--- src/rtl/race_lap_timer.sv ---
// ============================================================================
// Module   : race_lap_timer
// Purpose  : Checkpoint-ordered lap timer with best/last lap capture,
//            pause, lap-count finish and lap-time saturation timeout.
// Revision : 1.0 - initial release
// ============================================================================
`default_nettype none

module race_lap_timer #(
  parameter int NUM_CP   = 4,
  parameter int TIME_W   = 16,
  parameter int TICK_DIV = 650000,
  parameter int MAX_TIME = 59999,
  parameter int NUM_LAPS = 3
) (
  input  logic              pclk,
  input  logic              rst,
  input  logic              start,
  input  logic              stop,
  input  logic [NUM_CP-1:0] cp_hit,
  output logic [TIME_W-1:0] current_lap_time,
  output logic [TIME_W-1:0] last_lap_time,
  output logic [TIME_W-1:0] best_lap_time,
  output logic [3:0]        lap_count,
  output logic [3:0]        next_cp,
  output logic              lap_finished,
  output logic              race_done,
  output logic              max_time_exceeded
);

  localparam int PRESC_W = $clog2(TICK_DIV);

  localparam logic [PRESC_W-1:0] c_presc_last = PRESC_W'(TICK_DIV - 1);
  localparam logic [TIME_W-1:0]  c_max_time   = TIME_W'(MAX_TIME);
  localparam logic [3:0]         c_num_laps   = 4'(NUM_LAPS);
  localparam logic [3:0]         c_last_cp    = 4'(NUM_CP - 1);

  typedef enum logic [2:0] {
    S_IDLE     = 3'd0,
    S_ARMED    = 3'd1,
    S_RUNNING  = 3'd2,
    S_PAUSED   = 3'd3,
    S_FINISHED = 3'd4,
    S_TIMEOUT  = 3'd5
  } state_t;

  state_t              r_state,   w_state_nxt;
  logic [PRESC_W-1:0]  r_presc,   w_presc_nxt;
  logic [TIME_W-1:0]   r_cur,     w_cur_nxt;
  logic [TIME_W-1:0]   r_last,    w_last_nxt;
  logic [TIME_W-1:0]   r_best,    w_best_nxt;
  logic [3:0]          r_laps,    w_laps_nxt;
  logic [3:0]          r_next,    w_next_nxt;
  logic                r_lap_fin, w_lap_fin_nxt;
  logic                r_done,    w_done_nxt;
  logic                r_tmo,     w_tmo_nxt;

  logic                w_tick;
  logic                w_hit;
  logic                w_lap;
  logic                w_sat;
  logic [3:0]          w_cp_adv;

  always_comb begin
    w_tick = (r_presc == c_presc_last);
    w_sat  = w_tick && (r_cur == c_max_time);

    // Only the expected checkpoint's strobe matters; others are ignored.
    w_hit = 1'b0;
    for (int i = 0; i < NUM_CP; i++) begin
      if (r_next == 4'(i)) begin
        w_hit = cp_hit[i];
      end
    end
    w_lap    = w_hit && (r_next == 4'd0);
    w_cp_adv = (r_next == c_last_cp) ? 4'd0 : r_next + 4'd1;
  end

  always_comb begin
    w_state_nxt   = r_state;
    w_presc_nxt   = r_presc;
    w_cur_nxt     = r_cur;
    w_last_nxt    = r_last;
    w_best_nxt    = r_best;
    w_laps_nxt    = r_laps;
    w_next_nxt    = r_next;
    w_lap_fin_nxt = 1'b0;

    case (r_state)
      S_IDLE: begin
        if (start) begin
          w_state_nxt = S_ARMED;
        end
      end

      S_ARMED: begin
        if (cp_hit[0]) begin
          w_state_nxt = S_RUNNING;
          w_presc_nxt = '0;
          w_cur_nxt   = '0;
          w_next_nxt  = 4'd1;
        end
      end

      S_RUNNING: begin
        if (w_lap) begin
          // A tick landing on the lap edge is dropped: capture the pre-tick time.
          w_last_nxt    = r_cur;
          w_best_nxt    = (r_cur < r_best) ? r_cur : r_best;
          w_cur_nxt     = '0;
          w_presc_nxt   = '0;
          w_laps_nxt    = r_laps + 4'd1;
          w_next_nxt    = 4'd1;
          w_lap_fin_nxt = 1'b1;
          if (r_laps + 4'd1 == c_num_laps) begin
            w_state_nxt = S_FINISHED;
          end else if (stop) begin
            w_state_nxt = S_PAUSED;
          end
        end else begin
          w_presc_nxt = w_tick ? '0 : r_presc + PRESC_W'(1);
          if (w_tick && !w_sat) begin
            w_cur_nxt = r_cur + TIME_W'(1);
          end
          if (w_hit) begin
            w_next_nxt = w_cp_adv;
          end
          if (w_sat) begin
            w_state_nxt = S_TIMEOUT;
          end else if (stop) begin
            w_state_nxt = S_PAUSED;
          end
        end
      end

      S_PAUSED: begin
        if (!stop) begin
          w_state_nxt = S_RUNNING;
        end
      end

      S_FINISHED, S_TIMEOUT: begin
        if (!start) begin
          w_state_nxt = S_IDLE;
          w_presc_nxt = '0;
          w_cur_nxt   = '0;
          w_laps_nxt  = 4'd0;
          w_next_nxt  = 4'd0;
        end
      end

      default: begin
        w_state_nxt = S_IDLE;
      end
    endcase

    w_done_nxt = (w_state_nxt == S_FINISHED);
    w_tmo_nxt  = (w_state_nxt == S_TIMEOUT);
  end

  always_ff @(posedge pclk or negedge rst) begin
    if (!rst) begin
      r_state <= S_IDLE;
    end else begin
      r_state <= w_state_nxt;
    end
  end

  always_ff @(posedge pclk or negedge rst) begin
    if (!rst) begin
      r_presc   <= '0;
      r_cur     <= '0;
      r_last    <= '0;
      r_best    <= '1;
      r_laps    <= 4'd0;
      r_next    <= 4'd0;
      r_lap_fin <= 1'b0;
      r_done    <= 1'b0;
      r_tmo     <= 1'b0;
    end else begin
      r_presc   <= w_presc_nxt;
      r_cur     <= w_cur_nxt;
      r_last    <= w_last_nxt;
      r_best    <= w_best_nxt;
      r_laps    <= w_laps_nxt;
      r_next    <= w_next_nxt;
      r_lap_fin <= w_lap_fin_nxt;
      r_done    <= w_done_nxt;
      r_tmo     <= w_tmo_nxt;
    end
  end

  assign current_lap_time  = r_cur;
  assign last_lap_time     = r_last;
  assign best_lap_time     = r_best;
  assign lap_count         = r_laps;
  assign next_cp           = r_next;
  assign lap_finished      = r_lap_fin;
  assign race_done         = r_done;
  assign max_time_exceeded = r_tmo;

endmodule

`default_nettype wire

--- config.mk ---
export PLATFORM = sky130hd
export DESIGN_NAME = race_lap_timer
export DESIGN_NICKNAME = d
export VERILOG_FILES = /design/src/rtl/race_lap_timer.sv
export SDC_FILE = /design/constraint.sdc
export NUM_CORES = 1
export LEC_CHECK = 0
export ABC_AREA = 1
export BUFFER_PORTS_ARGS = -buffer_cell sky130_fd_sc_hd__clkbuf_2
export CAP_MARGIN = 40
export CORE_MARGIN = 2
export CORE_UTILIZATION = 45
export CTS_BUF_LIST = sky130_fd_sc_hd__clkbuf_8
export DETAILED_ROUTE_END_ITERATION = 6
export GPL_ROUTABILITY_DRIVEN = 0
export PLACE_DENSITY = 0.75
export SLEW_MARGIN = 5
export SYNTH_ARGS = -nofsm -noshare
export SYNTH_HDL_FRONTEND = slang
export SYNTH_SLANG_ARGS = --single-unit
--- constraint.sdc ---
create_clock -name pclk -period 2.4 [get_ports pclk]
set_clock_uncertainty 0.05 [all_clocks]
set_input_delay 0.24 -clock pclk [delete_from_list [all_inputs] [get_ports pclk]]
set_output_delay 0.24 -clock pclk [all_outputs]
set_load 0.01 [all_outputs]
Word-level counts from Yosys, hierarchy flattened --
Index checks and enable logic that the tools add are counted.
Cells by class: reduce and logical (&&, ||, !) cells 15, add/sub/neg operators 4, multiplexer cells 33, eq/ne operators 18, $lt $le $gt $ge 1
Operators by type and width (number):
- $mux 20 | 4
- $mux 16 | 4
- $pmux 20 s3 | 1
- $pmux 16 s3 | 1
- $mux 3 | 8
- $mux 4 | 6
- $add 20x1->20 const B | 1
- $eq 20x20->1 const B | 1
- $add 16x1->16 const B | 1
- $eq 16x16->1 const B | 1
- $lt 16x16->1 | 1
- $pmux 3 s5 | 1
- $eq 3x3->1 const B | 4
- $eq 4x2->1 const B | 3
- $pmux 4 s3 | 1
- $reduce_and 3->1 | 3
- $add 4x1->4 const B | 2
- $pmux 4 s2 | 1
- $reduce_and 4->1 | 2
- $eq 3x2->1 const B | 2
- $mux 1 | 6
- $ne 2x2->1 const B | 3
- $ne 3x3->1 const B | 2
- $eq 4x1->1 const B | 1
- other kinds (9) | 11
Word-level totals: register bits after elaboration 82, logic and storage cells 81

Longest topological paths before layout --
Gate-level depths: netlist of the first run.
depth after elaboration 9, mapped depth 15

Worst setup path after synthesis of the first run --
OpenSTA, ideal clock, no wires.
kind register -> register, start reg r_best[15], in the netlist best_lap_time[15], end reg r_best[10], in the netlist best_lap_time[10], cell stages (with the launch flop) 10, buffers on the path 1, arrival 1.853 ns, setup slack 0.436 ns, required time 2.290 ns, cells stage by stage dfstp_2 -> inv_1 -> ha_1 -> nand2_1 -> o21ai_1 -> a21oi_1 -> nand4_4 -> buf_2 -> nand2_1 -> nand2_1
Between the ends: word-level cells in the longest chain between the ends 2
RTL lines:
- start, declared | line 51 | logic [TIME_W-1:0] r_best, w_best_nxt;
- start signal, assigned | line 184 | r_best <= w_best_nxt;
- $lt 16x16->1 | line 109 | w_best_nxt = (r_cur < r_best) ? r_cur : r_best;
- $reduce_and 3->1 (no source line)
No other way between the ends. A chain may end at the register's enable or synchronous reset.

Worst setup path after layout of the first run --
start reg r_next[0], in the netlist next_cp[0], end reg r_best[11], in the netlist best_lap_time[11]
Between the ends: word-level cells in the longest chain between the ends 7, elaborated cells between the ends (all ways) 10
RTL lines:
- start, declared | line 53 | logic [3:0] r_next, w_next_nxt;
- start signal, assigned | line 186 | r_next <= w_next_nxt;
- $logic_not 4->1 | line 71, 75
- $mux 1 (4 in series) | line 71 | if (r_next == 4'(i)) begin
- $logic_and 1x1->1 * | line 75 | w_lap = w_hit && (r_next == 4'd0);
- $reduce_and 3->1 (no source line) *
Every way passes the cells marked *; elsewhere a longest branch is shown, timed or not.

==> reports/qor.yml, run 1 <==
timing:
  fin_hold_ws_ns: 0.126
  relSlewSlack_pct: 60.7
  max_freq_mhz: 466
  tightest_slew_ns: 0.589
  fin_crit_sh_pct: 89.4
  finalMaxSlewViolations: 0
  tns_ns: 0
  period_needed_ns: 2.14
  postLayoutSetupSlackWorst_ns: 0.255
  final-hold-violation-count: 0
  setup_viol: 0
  rsz0062_at_grt: "false"
critical_path:
  r2r_end: "best_lap_time[11]"
  crit_path_frequent_cell: "nand2_1"
  path_cells: "inv_1, ha_1, a21oi_1, nand2_1, nand2_1, nand2_2, nand2_4, buf_4, clkinv_2, nand4_4, nand2_1, nand2_1"
  worstReg2RegStart: "next_cp[0]"
  crit_path_end_kind: "flop"
  max_stage_delay_ns: 0.44
  startpoint_type: "flop"
  crit_type: "flop to flop"
  reg2reg_slack_ns: 0.26
  crit_family: "simple AND/OR/NAND/NOR gates"
  worstPathArrival_ns: 2.40
  critPathSlowestCell: "dfrtp_1"
  r2r_cells: 12
  critPathLaunch: "next_cp[0]"
  cp_data_required_time_ns: 2.66
  crit_fanout: 16
  crit_cells: 12
  cp_num_buf_inv: 3
yosys:
  synth_ff_type: "dfrtp_1"
  syn-num-nets: 727
  yosys_warnings: 0
  synth_cell_types: 39
  seq_area_frac_synth_pct: 40.6
  yosysTopAreaCellShare_pct: 32.4
  ys_ff_latch: 82
  synth_edf_count: 0
  synth_top_family_by_area: "simple AND/OR/NAND/NOR gates"
  synth-async-reset-ratio_pct: 100
  synth_compound_gate_area_share_pct: 4.68
  ys_top_cells_by_area: "dfrtp_1, nand2_1, dfstp_2, nand3_1, inv_1"
  synth_area_sq_mm: 0.00510
  muxShareOfSynthArea_pct: 0
  netlist_instances: 696
  synth_adder_area_share_pct: 5.64
  avgSynthCellArea_sq_um: 7.33
  synth_xor_area_share_pct: 2.58
  synth_top_area_cell: "dfrtp_1"
  yosys.area_share.simple_pct: 37.5
clock_tree:
  clk_latency_ns: 0.36
  cts_tree: "built"
  clkTransAtPathRegs_ns: 0.08
  clkSinkCount: 82
  cts-root-buf: "clkbuf_8"
  htree_levels: 3
  cts_buffers: 9
  cts_buffer_depth: 2
finish:
  fillers: 1067
  drive_gt1_share_pct: 18.9
  fin_nets: 803
  design_area_sq_mm: 0.00587
  diodes: 0
  area_delta_synth_final_pct: 15.2
floorplanning:
  io-pin-count: 67
  start_util_pct: 46.6
  die_x_microns: 110
  dieArea_sq_mm: 0.0122
  core_area_sq_mm: 0.0109
  dieHeight_microns: 110
  num_rows: 38
global_routing:
  overflow: 0
  grt_max_degree: 46
  grt_pass1_wl_microns: 21400
  grtUsageMet3_pct: 4.88
  grt_pass1_vias: 4555
  track_usage_pct: 21.1
  use_met1_pct: 26.2
  busiest_layer: "met2"
  grt.met2_usage_pct: 36.5
  antenna_found_initial: 0
routing:
  ant_nets: 0
  via_count: 4667
  drt-initial-drc-count: 235
  route.detailed.drc: 0
  drt-total-wl_microns: 12500
  wire_per_inst_microns: 13.7
  firstDrtPassIters: 5
  avgViaCountPerCell: 5.09
outcome:
  status: "complete, no violations"
hold_path:
  hold_end: "r_state[1]"
  hp-class: "input pin to flop"
  holdPathStages: 3
  min-delay-start: "cp_hit[0]"
run:
  cap_violations: 0
place:
  place_hpwl_microns: 9380
  dp_slack_ns: 0.265
  io_buffers: 66
  dpl_cell_area_sq_mm: 0.00564
power_and_ir_drop:
  p_leak_nw: 3.02
  ir_drop_mv: 0.501
  power.density_mw_per_mm2: 824
registers in the layout (all words and copies together) (netlist names):
| signal | cells |
|---|---|
| r_state | 3 |
| best_lap_time | 16 |
| current_lap_time | 16 |
| max_time_exceeded | 1 |
| lap_count | 4 |
| race_done | 1 |
| next_cp | 4 |
| last_lap_time | 16 |
| lap_finished | 1 |
| r_presc | 20 |
per-stage QoR:
stage / cells / util [%] / power, mW
detailed placement: 900 / 51.6 / 3.74
finish: 917 / 53.7 / 4.84
CTS: 917 / 53.7 / 4.87
global placement: 900 / 51.6 / 3.71
global route: 917 / 53.7 / 5.18
floorplan: 696 / - / 3.19
per-layer routing:
metal / part of all wire [%] / wire length (microns)
met1: 44 / 5550
met2: 50 / 6320
met3: 4.1 / 511
met4: 1.2 / 155
met5: 0 / 0
report_power, final:
part	total [mW]	internal, mW	switching [mW]
registers	1.73	1.57	0.158
logic	1.98	0.601	1.38
clock network	1.13	0.609	0.516
final cells by class:
cell class                      count  area, sq um  share of cell area, %
Multi-Input combinational cell    506         2570                   43.8
Sequential cell                    82         2070                   35.3
Timing Repair Buffer               85          503                   8.56
Inverter                           88          332                   5.64
Tap cell                          140          175                   2.98
Clock buffer                       10          138                   2.34
Clock inverter                      6         82.6                   1.41
worst max-delay path by stage:
stage	to	slack [ns]
floorplan	best_lap_time[10]	0.44
global placement	best_lap_time[13]	0.33
detailed placement	best_lap_time[9]	0.26
CTS	best_lap_time[9]	0.25
global route	best_lap_time[0]	0.02
finish	best_lap_time[11]	0.26
placed cells by master, fill, tap and decap left out, types with 21 or more instances in the layout:
cell and count:
clkbuf_2 65, nand4_1 21, ha_1 23, nor3_1 27, nand2_1 225, inv_1 78, o21ai_0 24, nand3_1 63
nor2_1 65, dfrtp_1 66
timing repair:
item,CTS,global route
hold buffers,1,0
endpoints found under the hold margin,44,0
setup buffers,0,0
setup endpoints to repair,0,0
resized for setup,0,0
cells by family (layout without fill, tap and decap cells):
kind of cell | after synthesis | count (layout)
AND/OR/NAND/NOR | 425 | 425
buffers and inverters | 108 | 189
flip-flops | 82 | 82
AO/OA/AOI/OAI | 43 | 43
adder cells (fa/ha/maj) | 23 | 23
XOR/XNOR | 15 | 15
worst register-to-register path, stage by stage, from the launching register on:
cell and delay [ns]:
dfrtp_1 0.44, inv_1 0.09, ha_1 0.21, a21oi_1 0.11, nand2_1 0.06, nand2_1 0.09, nand2_2 0.08, nand2_4 0.13
buf_4 0.24, clkinv_2 0.17, nand4_4 0.25, nand2_1 0.09, nand2_1 0.08
synthesized netlist by cell type (2+ instances only):
| cell type | count |
|---|---|
| a21oi_1 | 10 |
| buf_2 | 9 |
| buf_4 | 2 |
| buf_6 | 4 |
| clkbuf_1 | 4 |
| dfrtp_1 | 66 |
| dfstp_2 | 16 |
| ha_1 | 23 |
| inv_1 | 77 |
| inv_2 | 10 |
| nand2_1 | 225 |
| nand2_2 | 5 |
| nand2_4 | 4 |
| nand3_1 | 63 |
| nand3b_1 | 2 |
| nand4_1 | 21 |
| nor2_1 | 65 |
| nor2_4 | 4 |
| nor2_8 | 2 |
| nor3_1 | 27 |
| o21ai_0 | 24 |
| o22ai_1 | 3 |
| xnor2_1 | 2 |
| xor2_1 | 13 |
Power figures use the tool's default switching activity.
==> run 2: changes to the inputs <==
--- a/config.mk
+++ b/config.mk
@@ -8,6 +8,7 @@
 export ABC_AREA = 1
 export BUFFER_PORTS_ARGS = -buffer_cell sky130_fd_sc_hd__clkbuf_2
 export CAP_MARGIN = 40
+export CORE_ASPECT_RATIO = 2
 export CORE_MARGIN = 2
 export CORE_UTILIZATION = 45
 export CTS_BUF_LIST = sky130_fd_sc_hd__clkbuf_8
==> reports/qor.yml, run 2 (synthesized netlist as in run 1, its figures left out) <==
clock_tree:
  htree_levels: 3  # unchanged
  cts_buffers: 9  # unchanged
  clkTransAtPathRegs_ns: 0.09  # about the same
  clk_latency_ns: 0.36  # about the same
  cts-root-buf: "clkbuf_8"
  cts_tree: "built"
  clkSinkCount: 82  # unchanged
  cts_buffer_depth: 2  # unchanged
critical_path:
  crit_cells: 12  # unchanged
  r2r_cells: 12  # unchanged
  reg2reg_slack_ns: 0.18  # -0.08 ns
  path_cells: "inv_1, ha_1, a21oi_1, nand2_1, nand2_1, nand2_2, nand2_4, nand3_2, nand2_2, inv_2, buf_4, nor3_1"
  crit_family: "simple AND/OR/NAND/NOR gates"
  crit_type: "flop to flop"
  worstReg2RegStart: "next_cp[0]"
  cp_num_buf_inv: 3  # unchanged
  crit_path_end_kind: "flop"
  worstPathArrival_ns: 2.44  # +0.04 ns
  r2r_end: "r_presc[3]"
  crit_fanout: 17  # +1
  max_stage_delay_ns: 0.45  # about the same
  cp_data_required_time_ns: 2.62  # -0.04 ns
  startpoint_type: "flop"
  critPathSlowestCell: "dfrtp_1"
timing:
  period_needed_ns: 2.22  # +0.0790 ns
  tns_ns: 0  # unchanged
  finalMaxSlewViolations: 0  # unchanged
  max_freq_mhz: 450  # -3.6%
  postLayoutSetupSlackWorst_ns: 0.176  # -0.0790 ns
  rsz0062_at_grt: "false"
  relSlewSlack_pct: 68.1  # +7.4 points
  tightest_slew_ns: 0.474  # -0.115 ns
  setup_viol: 0  # unchanged
  fin_crit_sh_pct: 92.7  # +3.3 points
  final-hold-violation-count: 0  # unchanged
hold_path:
  holdPathStages: 3  # unchanged
  hold_end: "r_state[1]"
  hp-class: "input pin to flop"
  min-delay-start: "cp_hit[0]"
place:
  io_buffers: 66  # unchanged
  dp_slack_ns: 0.130  # -0.135 ns
  place_hpwl_microns: 11300  # +21%
  placed_cells: 911  # +1.2%
finish:
  layout_commonest_cell: "nand2_1"
  fin_nets: 813  # +1.2%
  area_delta_synth_final_pct: 17.4
  fin_cells: 929  # +1.3%
  diodes: 0  # unchanged
  mostFrequentLayoutCells: "nand2_1, inv_1, dfrtp_1"
  drive_gt1_share_pct: 19.9  # +1.0 points
  largest_reg_flops: 20  # unchanged
  top_register: "r_presc"
floorplanning:
  dieArea_sq_mm: 0.0123  # +0.42%
  core_area_sq_mm: 0.0112  # +2.6%
  num_rows: 55  # +45%
  dieHeight_microns: 155  # +40%
  start_util_pct: 45.5  # -1.2 points
  io-pin-count: 67  # unchanged
  die_x_microns: 79.3  # -28%
routing:
  via_count: 4976  # +6.6%
  firstDrtPassIters: 5  # unchanged
  avgViaCountPerCell: 5.36  # +5.2%
  drt-total-wl_microns: 14700  # +17%
  wl_met2_microns: 8390  # +33%
  wl_met3_microns: 563  # +10%
  met1_length_microns: 4780  # -14%
  route.detailed.drc: 0  # unchanged
  wire_per_inst_microns: 15.8  # +16%
  route.top_layer_used: "met4"
  drt-initial-drc-count: 281  # +20%
  ant_nets: 0  # unchanged
run:
  cap_violations: 0  # unchanged
global_routing:
  grt_pass1_wl_microns: 23200  # +8.8%
  grt_max_degree: 63  # +37%
  overflow: 0  # unchanged
  antenna_found_initial: 0  # unchanged
  grt_pass1_vias: 4914  # +7.9%
  track_usage_pct: 24.7  # +3.6 points
power_and_ir_drop:
  ir_drop_mv: 0.738  # +47%
  power.density_mw_per_mm2: 869  # +5.5%
  p_leak_nw: 3.09  # +2.1%
outcome:
  status: "complete, no violations"
[run 2: changes by cell type in the layout (fill, tap and decap cells not counted)]
cell       change
inv_2          -1
inv_6          +1
clkinv_2       -2
inv_4          +1
bufinv_16      +2
clkbuf_8       -1
buf_12         -1
buf_4         +10
nor2_4         +1
[run 2: worst max-delay path by stage]
stage	start	to	slack, ns
3_5_place_dp	next_cp[0]	best_lap_time[4]	0.13
2_1_floorplan	best_lap_time[15]	best_lap_time[10]	0.44
6_report	next_cp[0]	r_presc[3]	0.18
4_1_cts	next_cp[1]	best_lap_time[4]	0.11
3_3_place_gp	next_cp[0]	best_lap_time[4]	0.22
5_1_grt	next_cp[0]	r_presc[13]	0.002
[run 2: area by class of cell]
| type | count | area (sq um) |
|---|---|---|
| Clock inverter | 7 | 141 |
| Multi-Input combinational cell | 507 | 2580 |
| Inverter | 88 | 334 |
| Timing Repair Buffer | 94 | 558 |
| Tap cell | 142 | 178 |
| Fill cell | 1121 | 5230 |
| Clock buffer | 9 | 124 |
| Sequential cell | 82 | 2070 |
[run 2: report_power, final]
group,internal [mW],switching [mW]
Combinational,0.642,1.48
Clock,0.798,0.520
Sequential,1.57,0.192
Total,3.01,2.19
[run 2: routing by layer]
metal	GRT usage, %	vias up
met3	3.09	69
met4	16.3	0
met2	47.1	168
met5	0	-
met1	23.7	2350
li1	-	2389
[run 2: tightest hold or removal path: stages]
cell and delay (ns):
clkbuf_2 0.14, inv_1 0.08, o21ai_0 0.10
[run 2: stage by stage]
stage	power, mW	hold slack [ns]	area [sq um]	util, %
3_3_place_gp	3.83	0.0980	5700	50.8
5_1_grt	5.52	0.195	5990	53.4
6_report	5.21	0.196	5990	53.4
4_1_cts	5.19	0.191	5980	53.3
3_5_place_dp	3.86	0.102	5700	50.8
2_1_floorplan	3.19	-0.106	5100	-
[run 2: what timing repair did]
| action | in CTS | in global routing |
|---|---|---|
| endpoints found under the setup margin | 0 | 16 |
| gates resized for setup | 0 | 2 |
| hold endpoints to repair | 20 | 0 |
| hold buffers | 1 | 0 |
| buffers inserted | 0 | 0 |
